`src/rtl/d4seg_scanner.sv`:
```
`default_nettype none
// ============================================================================
// d4seg_scanner : 4-digit multiplexed 7-segment scan driver with per-frame
//                 snapshot and a one-cycle blanking gap at the start of each slot.
// Option macro  : D4SEG_LZB_EN enables leading-zero blanking.
// Revision      : 1.0
// ============================================================================
module d4seg_scanner #(
    parameter int PRESCALE = 50000
) (
    input  logic       CLK,
    input  logic       RST,
    input  logic [3:0] ABCD1,
    input  logic [3:0] ABCD2,
    input  logic [3:0] ABCD3,
    input  logic [3:0] ABCD4,
    output logic [6:0] SEG,
    output logic [3:0] AN,
    output logic       FRAME
);

    localparam int         c_CNT_W = $clog2(PRESCALE);
    localparam logic [1:0] c_DIG1  = 2'd0;
    localparam logic [1:0] c_DIG2  = 2'd1;
    localparam logic [1:0] c_DIG3  = 2'd2;
    localparam logic [1:0] c_DIG4  = 2'd3;

    logic [c_CNT_W-1:0] r_cnt;
    logic [1:0]         r_state;
    logic [1:0]         w_state_nxt;
    logic [15:0]        r_snap;
    logic               w_wrap;
    logic               w_capture;
    logic               w_lz_blank;
    logic [3:0]         w_digit;
    logic [3:0]         w_onehot;
    logic [3:0]         w_an_nxt;
    logic [6:0]         w_seg_nxt;

    function automatic logic [6:0] f_decode(input logic [3:0] d);
        case (d)
            4'd0:    f_decode = 7'b1111110;
            4'd1:    f_decode = 7'b0110000;
            4'd2:    f_decode = 7'b1101101;
            4'd3:    f_decode = 7'b1111001;
            4'd4:    f_decode = 7'b0110011;
            4'd5:    f_decode = 7'b1011011;
            4'd6:    f_decode = 7'b1011111;
            4'd7:    f_decode = 7'b1110000;
            4'd8:    f_decode = 7'b1111111;
            4'd9:    f_decode = 7'b1111011;
            default: f_decode = 7'b0000001;
        endcase
    endfunction

    assign w_wrap    = (r_cnt == c_CNT_W'(PRESCALE - 1));
    assign w_capture = (r_state == c_DIG1) && (r_cnt == '0);

    // State register and slot counter; wrap and advance share the same edge.
    always_ff @(posedge CLK) begin
        if (RST) begin
            r_state <= c_DIG1;
            r_cnt   <= '0;
        end else begin
            r_state <= w_state_nxt;
            r_cnt   <= w_wrap ? '0 : r_cnt + 1'b1;
        end
    end

    always_comb begin
        w_state_nxt = c_DIG1;
        case (r_state)
            c_DIG1:  w_state_nxt = w_wrap ? c_DIG2 : c_DIG1;
            c_DIG2:  w_state_nxt = w_wrap ? c_DIG3 : c_DIG2;
            c_DIG3:  w_state_nxt = w_wrap ? c_DIG4 : c_DIG3;
            c_DIG4:  w_state_nxt = w_wrap ? c_DIG1 : c_DIG4;
            default: w_state_nxt = c_DIG1;
        endcase
    end

`ifdef D4SEG_LZB_EN
    logic w_lz1;
    logic w_lz2;
    logic w_lz3;
    assign w_lz1      = (r_snap[15:12] == 4'd0);
    assign w_lz2      = w_lz1 && (r_snap[11:8] == 4'd0);
    assign w_lz3      = w_lz2 && (r_snap[7:4] == 4'd0);
    assign w_lz_blank = ((r_state == c_DIG1) && w_lz1) ||
                        ((r_state == c_DIG2) && w_lz2) ||
                        ((r_state == c_DIG3) && w_lz3);
`else
    assign w_lz_blank = 1'b0;
`endif

    always_comb begin
        w_digit  = r_snap[15:12];
        w_onehot = 4'b1000;
        case (r_state)
            c_DIG1:  begin w_digit = r_snap[15:12]; w_onehot = 4'b1000; end
            c_DIG2:  begin w_digit = r_snap[11:8];  w_onehot = 4'b0100; end
            c_DIG3:  begin w_digit = r_snap[7:4];   w_onehot = 4'b0010; end
            c_DIG4:  begin w_digit = r_snap[3:0];   w_onehot = 4'b0001; end
            default: begin w_digit = r_snap[15:12]; w_onehot = 4'b1000; end
        endcase
    end

    // Cycle 0 of every slot is the anti-ghosting gap.
    always_comb begin
        w_an_nxt  = 4'b0000;
        w_seg_nxt = 7'b0000000;
        if ((r_cnt != '0) && !w_lz_blank) begin
            w_an_nxt  = w_onehot;
            w_seg_nxt = f_decode(w_digit);
        end
    end

    always_ff @(posedge CLK) begin
        if (RST) begin
            r_snap <= 16'h0000;
            AN     <= 4'b0000;
            SEG    <= 7'b0000000;
            FRAME  <= 1'b0;
        end else begin
            if (w_capture) begin
                r_snap <= {ABCD1, ABCD2, ABCD3, ABCD4};
            end
            AN    <= w_an_nxt;
            SEG   <= w_seg_nxt;
            FRAME <= w_capture;
        end
    end

endmodule
`default_nettype wire

```
`config.mk`:
```
export PLATFORM = sky130hd
export DESIGN_NAME = d4seg_scanner
export DESIGN_NICKNAME = d
export VERILOG_FILES = /design/src/rtl/d4seg_scanner.sv
export SDC_FILE = /design/constraint.sdc
export NUM_CORES = 1
export LEC_CHECK = 0
export BUFFER_PORTS_ARGS = -buffer_cell sky130_fd_sc_hd__buf_2
export CORE_UTILIZATION = 45
export DETAILED_ROUTE_END_ITERATION = 7
export PLACE_DENSITY = 0.65
export SYNTH_ARGS = -nofsm -noshare
export SYNTH_HDL_FRONTEND = slang
export SYNTH_SLANG_ARGS = --single-unit
```
`constraint.sdc`:
```
create_clock -name CLK -period 2.33 [get_ports CLK]
set_input_delay 0.466 -clock CLK [delete_from_list [all_inputs] [get_ports CLK]]
set_output_delay 0.466 -clock CLK [all_outputs]
set_load 0.01 [all_outputs]
```
==> results.json, run 1 <==
{
  "outcome": "finished, violations left",
  "violations": "DRC",
  "start_util": 0.478,
  "drt-total-wl_um": 4300,
  "ys_seq_area_frac": 0.433,
  "cp_slowest_cell": "mux4_2",
  "seqPwrFrac": 0.539,
  "worstPathRequired_ns": 2.56,
  "syn-mean-instance-area_um2": 9.16,
  "cts_buffers": 5,
  "whs_path_depth": 3,
  "ios": 30,
  "skew_ns": 0.0144,
  "cp_max_fo": 10,
  "worstPathCellList": "mux4_2, inv_1, ha_1, inv_1, mux2i_1, a22oi_1, nor2_1",
  "netlist_instances": 232,
  "reg2regPathDepth": 7,
  "report.final.slew_viol_count": 0,
  "p_sw_frac": 0.262,
  "drive_above_1_share": 0.202,
  "leakage_uw": 0.000942,
  "fin_nets": 287,
  "place.gp.congestion": 0.907,
  "cp-end-kind": "flop",
  "synthArstFlopShare": 0,
  "cts-root-buf": "clkbuf_8",
  "max_cap_violations": 0,
  "netlist_area_um2": 2120,
  "synth_warnings": 0,
  "cts-resized-gates": 0,
  "row_count": 24,
  "die_area_um2": 5000,
  "peakVddDrop_mv": 0.354,
  "timing.critical_path.buf_inv": 2,
  "min-delay-path-class": "input port to flop",
  "clk_latency_ns": 0.30,
  "post_cts_buffers": 0,
  "grt_setup_unrepaired": "no",
  "port_buffers": 29,
  "power.density_nw_per_um2": 664,
  "ant_nets": 0,
  "grt_start_max_net_pins": 19,
  "startpoint_type": "flop",
  "synth_flop_cell": "dfxtp_1",
  "diodes": 0,
  "p_sw_uw": 416,
  "fp.dieH_um": 70.7,
  "drt_iter0_drc": 98,
  "clkTransAtPathRegs_ns": 0.09,
  "synth-seq-cells": 46,
  "h-tree-depth": 2,
  "vias_per_cell": 5.47,
  "syn_nets": 258,
  "core_area_um2": 4440,
  "hold_viol_final": 0,
  "antenna_found_initial": 0,
  "ys_types": 38,
  "pwr-share-clk": 0.314,
  "cts_tree": "built",
  "vias": 1717,
  "routedWlPerCell_um": 13.7,
  "p_comb_frac": 0.147,
  "grt_pass1_vias": 1581,
  "path_class": "flop to flop",
  "cts_sinks": 46,
  "min_period_ns": 2.02,
  "relSlewSlack": 0.610,
  "globalRouteTotalUtil": 0.187,
  "grt_pass1_wl_um": 7490,
  "holdWs_ns": 0.407,
  "max_stage_delay_ns": 0.62,
  "hpwl_um": 3060,
  "fin_crit_sh": 0.869,
  "setup_tns_ns": 0,
  "fill_cells": 427,
  "path_common_cell": "inv_1",
  "grt_overflow": 0,
  "crit_family": "multiplexers",
  "first_pass_iters": 7,
  "dieWidth_um": 70.7,
  "ctsHoldBuffers": 0,
  "path_depth": 7,
  "worst_pin_slew_ns": 0.583,
  "syn_to_final_growth_pct": 12.7,
  "arrival_ns": 2.25,
  "drc": 2,
  "clockBufferDepth": 2,
  "fmax_ghz": 0.494,
  "setup_viol": 0,
  "synth-edff-count": 0,
  "power.internal_uw": 1170
}
-- kinds of logic (layout without fill, tap and decap cells) --
logic type                 count (synthesis)  in the layout  synth area share
and+or+nand+nor                           81             81             0.201
AOI/OAI and AO/OA                         52             52             0.137
DFF                                       46             46             0.433
buffers and inverters                     23             53            0.0536
xor gates and xnor gates                  11             11            0.0453
muxes                                     11             11            0.0825
adders and majority gates                  8              8            0.0471
-- cell usage after synthesis, types with 2 or more instances --
cell      number  area (um^2)
dfxtp_1       46          921
a21oi_1       25          125
nand3_1       22          110
nor2_1        20         75.1
o21ai_0       12         60.1
inv_1         11         41.3
nor3_1         9         45.0
ha_1           8          100
o21ai_1        8         40.0
nand4_1        7         43.8
xor2_1         7         61.3
mux4_2         5          113
nand2_1        5         18.8
buf_2          4         20.0
clkbuf_1       4         15.0
mux2i_1        4         40.0
xnor2_1        4         35.0
and3_1         3         18.8
and4_1         3         26.3
or3_1          3         18.8
a22oi_1        2         15.0
buf_4          2         15.0
buf_6          2         22.5
mux2_2         2         22.5
-- per-stage QoR --
step                 util  instances  power (uW)  cell area [um^2]  worst slack, ns
global route        0.539        314        1660              2390            0.122
floorplan               -        232        1040              2120            0.688
CTS                 0.539        314        1600              2390            0.305
detailed placement  0.517        306        1110              2300            0.373
finish              0.539        314        1590              2390            0.306
global placement    0.517        306        1100              2300            0.415
-- layout make-up --
class                           count  area [um^2]  share of cell area
Tap cell                           52         65.1              0.0272
Multi-Input combinational cell    163         1090               0.455
Sequential cell                    46          921               0.385
Clock buffer                        6         82.6              0.0345
Timing Repair Buffer               34          183              0.0763
Clock inverter                      2         12.5             0.00522
Inverter                           11         41.3              0.0172
-- power by group through the flow --
stage	clock network, uW	logic [uW]	registers (uW)
after floorplan	0	156	879
after global placement	0	227	876
after detailed placement	0	231	876
after CTS	511	233	857
after global routing	541	261	862
final	499	234	857
-- sequential cells by signal (all words and copies together) (netlist names) --
| register | flops |
|---|---|
| AN | 4 |
| r_state | 2 |
| r_cnt | 16 |
| SEG | 7 |
| FRAME | 1 |
| r_snap | 16 |
-- worst register-to-register path, stage by stage, from the launching register on --
cell	delay [ns]
dfxtp_1	0.60
mux4_2	0.63
inv_1	0.17
ha_1	0.21
inv_1	0.05
mux2i_1	0.13
a22oi_1	0.08
nor2_1	0.08
-- metal layers --
layer | wire [um] | global-route usage
met1 | 2290 | 0.268
met2 | 1770 | 0.278
met3 | 194 | 0.0442
met4 | 44 | 0.0622
met5 | 0 | 0
-- final timing paths --
check | from | to | slack [ns]
max | r_state[1]$_SDFF_PP0_ | SEG[2]$_SDFF_PP0_ | 0.31
max reg2reg | r_state[1]$_SDFF_PP0_ | SEG[2]$_SDFF_PP0_ | 0.31
min reg2reg | r_cnt[0]$_SDFF_PP0_ | r_cnt[0]$_SDFF_PP0_ | 0.48
min | ABCD1[0] | r_snap[12]$_SDFFE_PP0P_ | 0.41
-- placed cells by master (no fill, tap or decap), types with 8 or more instances in the layout --
| cell | synthesis | routed |
|---|---|---|
| nor2_1 | 20 | 20 |
| o21ai_1 | 8 | 8 |
| nand3_1 | 22 | 22 |
| inv_1 | 11 | 11 |
| a21oi_1 | 25 | 25 |
| ha_1 | 8 | 8 |
| nor3_1 | 9 | 9 |
| buf_2 | 4 | 29 |
| o21ai_0 | 12 | 12 |
| dfxtp_1 | 46 | 46 |
(Power assumes the default switching activity.)
==> run 2, diff against run 1 <==
--- a/config.mk
+++ b/config.mk
@@ -9,6 +9,7 @@
 export CORE_UTILIZATION = 45
 export DETAILED_ROUTE_END_ITERATION = 7
 export PLACE_DENSITY = 0.65
+export REMOVE_ABC_BUFFERS = 1
 export SYNTH_ARGS = -nofsm -noshare
 export SYNTH_HDL_FRONTEND = slang
 export SYNTH_SLANG_ARGS = --single-unit
==> results.json, run 2 (synthesis results as in run 1) <==
{
  "grt_busiest_layer": "met2",
  "grt_start_max_net_pins": 21,
  "use_met2": 0.292,
  "cts_tree": "built",
  "post_cts_buffers": 0,
  "fp.dieH_um": 70.7,
  "drc": 8,
  "leakage_uw": 0.000953,
  "fin_crit_sh": 0.851,
  "grt_pass1_wl_um": 7450,
  "cp-end-kind": "flop",
  "min-delay-path-class": "input port to flop",
  "arrival_ns": 2.22,
  "ctsHoldBuffers": 0,
  "die_area_um2": 5000,
  "startpoint_type": "flop",
  "p_sw_frac": 0.248,
  "place.gp.congestion": 0.816,
  "setup_viol": 0,
  "grt_setup_unrepaired": "no",
  "vias": 1737,
  "clockBufferDepth": 2,
  "cts-resized-gates": 0,
  "grt_overflow": 0,
  "violations": "DRC",
  "grtUsageMet1": 0.259,
  "hold_viol_final": 0,
  "final_cell_mix": "dfxtp_1, buf_2, a21oi_1",
  "syn_to_final_growth_pct": 13.4,
  "seqPwrFrac": 0.516,
  "cts_buffers": 5,
  "routedWlPerCell_um": 13.7,
  "p_comb_frac": 0.139,
  "outcome": "finished, violations left",
  "cp_max_fo": 10,
  "clkTransAtPathRegs_ns": 0.08,
  "vias_per_cell": 5.53,
  "globalRouteTotalUtil": 0.191,
  "antenna_found_initial": 0,
  "fin_util": 0.542,
  "max_cap_violations": 0,
  "worstPathRequired_ns": 2.57,
  "power.density_nw_per_um2": 691,
  "fin_nets": 287,
  "drt_iter0_drc": 74,
  "final_common_cell": "dfxtp_1",
  "top_regs": "r_cnt x16, r_snap x16, SEG x7",
  "grt_pass1_vias": 1608,
  "clk_latency_ns": 0.30,
  "dieWidth_um": 70.7,
  "power.internal_uw": 1250,
  "skew_ns": 0.00336,
  "drive_above_1_share": 0.202,
  "report.final.slew_viol_count": 0,
  "fmax_ghz": 0.505,
  "use_met3": 0.0427,
  "cts_sinks": 46,
  "relSlewSlack": 0.602,
  "drt-total-wl_um": 4320,
  "first_pass_iters": 6,
  "setup_tns_ns": 0,
  "core_area_um2": 4440,
  "worst_pin_slew_ns": 0.596,
  "h-tree-depth": 2,
  "pwr-share-clk": 0.345,
  "ios": 30,
  "dp.cells": 306,
  "diodes": 0,
  "row_count": 24,
  "port_buffers": 29,
  "hpwl_um": 3090,
  "ant_nets": 0,
  "path_class": "flop to flop",
  "fin_cells": 314,
  "peakVddDrop_mv": 0.436,
  "min_period_ns": 1.98,
  "start_util": 0.478,
  "cts-root-buf": "clkbuf_8",
  "p_sw_uw": 413
}
==> run 2: final timing paths <==
check	startpoint	to	slack (ns)	depth (start not counted)
worst min register to register	r_cnt[0]$_SDFF_PP0_	r_cnt[0]$_SDFF_PP0_	0.47	1
worst min-delay path	ABCD4[0]	r_snap[0]$_SDFFE_PP0P_	0.41	3
worst max-delay path	r_state[1]$_SDFF_PP0_	SEG[2]$_SDFF_PP0_	0.35	7
worst max register to register	r_state[1]$_SDFF_PP0_	SEG[2]$_SDFF_PP0_	0.35	7
==> run 2: metrics by stage <==
step / setup WS [ns] / total power (uW) / cell area [um^2] / hold WS (ns)
after global placement: 0.428 / 1100 / 2300 / 0.440
after floorplan: 0.484 / 1020 / 2050 / 0.426
after detailed placement: 0.347 / 1110 / 2300 / 0.453
after global routing: 0.168 / 1740 / 2410 / 0.409
final: 0.348 / 1660 / 2410 / 0.413
after CTS: 0.337 / 1680 / 2410 / 0.405
==> run 2: power by group through the flow <==
stage / sequential, uW / combinational, uW / clock, uW
floorplan: 879 / 138 / 0
global placement: 877 / 227 / 0
detailed placement: 877 / 230 / 0
CTS: 859 / 232 / 590
global route: 866 / 257 / 621
finish: 859 / 230 / 574
==> run 2: metal layers <==
metal  part of all wire  vias to the layer above  routed length (um)
li1                   -                      888                   -
met1               0.50                      807                2180
met2               0.43                       34                1870
met3              0.044                        8                 192
met4              0.019                        0                  80
met5                  0                        -                   0
==> run 2: worst max-delay path, cell delays in order (launching register included) <==
cell,delay (ns)
dfxtp_1,0.62
mux4_2,0.62
inv_1,0.16
ha_1,0.19
inv_1,0.04
mux2i_1,0.13
a22oi_1,0.08
nor2_1,0.08
==> run 2: area by class of cell <==
class | count | area, um^2
clock buffers | 5 | 68.8
fillers | 451 | 2040
inverters | 11 | 41.3
repair buffers | 34 | 183
well taps | 52 | 65.1
flip-flops and latches | 46 | 921
multi-input cells | 163 | 1090
clock inverters | 3 | 40.0
==> run 3, diff against run 2 <==
--- a/config.mk
+++ b/config.mk
@@ -5,10 +5,10 @@
 export SDC_FILE = /design/constraint.sdc
 export NUM_CORES = 1
 export LEC_CHECK = 0
+export ABC_AREA = 1
 export BUFFER_PORTS_ARGS = -buffer_cell sky130_fd_sc_hd__buf_2
 export CORE_UTILIZATION = 45
 export DETAILED_ROUTE_END_ITERATION = 7
-export PLACE_DENSITY = 0.65
 export REMOVE_ABC_BUFFERS = 1
 export SYNTH_ARGS = -nofsm -noshare
 export SYNTH_HDL_FRONTEND = slang
==> results.json, run 3 <==
{
  "setup_viol": 0,
  "arrival_ns": 2.07,
  "drt_iter0_drc": 90,
  "synth_warnings": 0,
  "ios": 30,
  "setup_tns_ns": 0,
  "syn_to_final_growth_pct": 12.4,
  "report.final.slew_viol_count": 0,
  "synth-seq-cells": 46,
  "ys_seq_area_frac": 0.400,
  "syn-mean-instance-area_um2": 6.96,
  "power.density_nw_per_um2": 621,
  "relSlewSlack": 0.752,
  "fp.dieH_um": 73.5,
  "power.total_uw": 1610,
  "netlist_instances": 331,
  "grt_pass1_vias": 1589,
  "ctsHoldBuffers": 0,
  "whs_path_depth": 2,
  "dieWidth_um": 73.5,
  "hold_viol_final": 0,
  "synth_flop_cell": "dfxtp_1",
  "postPlaceCellArea_um2": 2510,
  "hold_start": "RST",
  "port_buffers": 29,
  "grt_start_max_net_pins": 21,
  "path_class": "flop to flop",
  "row_count": 25,
  "fmax_ghz": 0.528,
  "min_period_ns": 1.90,
  "p_sw_uw": 449,
  "worst_pin_slew_ns": 0.371,
  "final_common_cell": "nand2_1",
  "post_cts_buffers": 0,
  "first_pass_iters": 4,
  "min-delay-path-class": "input port to flop",
  "synth_top_area_cell": "dfxtp_1",
  "fin_ws_ns": 0.434,
  "critPathLaunch": "r_state[1]$_SDFF_PP0_",
  "synth_area_leaders": "dfxtp_1, nand2_1, inv_1",
  "grt_pass1_wl_um": 7510,
  "rrSetupSlack_ns": 0.43,
  "top_regs": "r_cnt x16, r_snap x16, SEG x7",
  "skew_ns": 0.0103,
  "cts_tree": "built",
  "synth_top_area_share": 0.400,
  "final_cell_mix": "nand2_1, inv_1, dfxtp_1",
  "leakage_uw": 0.00127,
  "final_area_um2": 2590,
  "start_util": 0.478,
  "cp-end-kind": "flop",
  "routedWlPerCell_um": 10.5,
  "netlist_area_um2": 2300,
  "h-tree-depth": 2,
  "reg2regPathDepth": 12,
  "hpwl_um": 3410,
  "drt-total-wl_um": 4530,
  "rr_endpoint": "SEG[0]$_SDFF_PP0_",
  "cts_sinks": 46,
  "p_comb_frac": 0.178,
  "clkTransAtPathRegs_ns": 0.08,
  "fin_crit_sh": 0.814,
  "clockBufferDepth": 2,
  "clk_latency_ns": 0.30,
  "min_to": "r_state[1]$_SDFF_PP0_",
  "vias": 1984,
  "cts-resized-gates": 0,
  "ant_nets": 0,
  "synth.most_common_cell": "nand2_1",
  "worstPathRequired_ns": 2.50,
  "die_area_um2": 5410,
  "seqPwrFrac": 0.539,
  "core_area_um2": 4820,
  "p_sw_frac": 0.279,
  "cts-root-buf": "clkbuf_8",
  "pwr-share-clk": 0.283,
  "diodes": 0,
  "r2r_start": "r_state[1]$_SDFF_PP0_",
  "place.gp.congestion": 0.847,
  "peakVddDrop_mv": 0.288,
  "power.internal_uw": 1160,
  "antenna_found_initial": 0,
  "drive_above_1_share": 0.160,
  "fin_nets": 389,
  "synth_common_cells": "nand2_1, inv_1, dfxtp_1, nor2_1, a21oi_1",
  "grt_overflow": 0,
  "globalRouteTotalUtil": 0.184,
  "outcome": "finished, final reports clean",
  "vias_per_cell": 4.61,
  "max_cap_violations": 0,
  "fin_util": 0.538,
  "post-place-ws_ns": 0.456,
  "startpoint_type": "flop",
  "ys_types": 31,
  "synth-edff-count": 0,
  "synthArstFlopShare": 0,
  "grt_setup_unrepaired": "no",
  "cp_max_fo": 8,
  "cts_buffers": 5,
  "drc": 0
}
## run 3: cell types whose count changed after synthesis, sizes merged, moves of 5 or more
cell	delta
nand2	+68
inv	+56
nor2	+29
a21oi	-9
mux4	-5
xor2	-5
## run 3: final cells by class
cell class | instances | area [um^2]
Clock buffer | 7 | 76.3
Fill cell | 510 | 2230
Inverter | 67 | 251
Multi-Input combinational cell | 211 | 1090
Sequential cell | 46 | 921
Tap cell | 67 | 83.8
Timing Repair Buffer | 32 | 168
## run 3: worst max path at each step
| stage | to | slack, ns |
|---|---|---|
| after floorplan | SEG[0]$_SDFF_PP0_ | 0.70 |
| after global placement | SEG[0]$_SDFF_PP0_ | 0.56 |
| after detailed placement | SEG[0]$_SDFF_PP0_ | 0.46 |
| after CTS | SEG[0]$_SDFF_PP0_ | 0.44 |
| after global routing | SEG[0]$_SDFF_PP0_ | 0.21 |
| final | SEG[0]$_SDFF_PP0_ | 0.43 |
## run 3: kinds of logic (layout without fill, tap and decap cells)
logic type / Yosys count / after routing / synth area share
compound gates: 40 / 40 / 0.0918
simple gates: 160 / 160 / 0.326
buf+inv: 74 / 106 / 0.127
xor+xnor: 3 / 3 / 0.0114
fa+ha+maj: 8 / 8 / 0.0435
flops: 46 / 46 / 0.400
## run 3: metrics by stage
step	cells	hold WS, ns
finish	430	0.394
detailed placement	423	0.450
CTS	430	0.386
global placement	423	0.445
global route	430	0.387
floorplan	324	0.430
## run 3: power groups by stage
stage                     Combinational [uW]  Clock [uW]  Sequential (uW)
final                                    287         456              867
after detailed placement                 289           0              886
after floorplan                          196           0              890
after global placement                   288           0              885
after global routing                     335         510              874
after CTS                                290         476              867
## run 3: routing by layer
| metal | part of all wire | vias up | routed length [um] | GRT usage |
|---|---|---|---|---|
| met1 | 0.52 | 843 | 2370 | 0.264 |
| met3 | 0.043 | 8 | 196 | 0.0480 |
| met2 | 0.41 | 44 | 1880 | 0.258 |
| met4 | 0.018 | 0 | 82 | 0.0769 |
| met5 | 0 | - | 0 | 0 |
| li1 | - | 1089 | - | - |
## run 3: worst max-delay path, cell delays in order, from the launching register on
cell and delay [ns]:
dfxtp_1 0.54, nand2_1 0.12, inv_1 0.14, nand2_1 0.07, o211ai_1 0.09, nand2_1 0.19, inv_1 0.12, ha_1 0.15
inv_1 0.04, nand3_1 0.09, nand2_1 0.07, a21oi_1 0.11, nor2_1 0.05
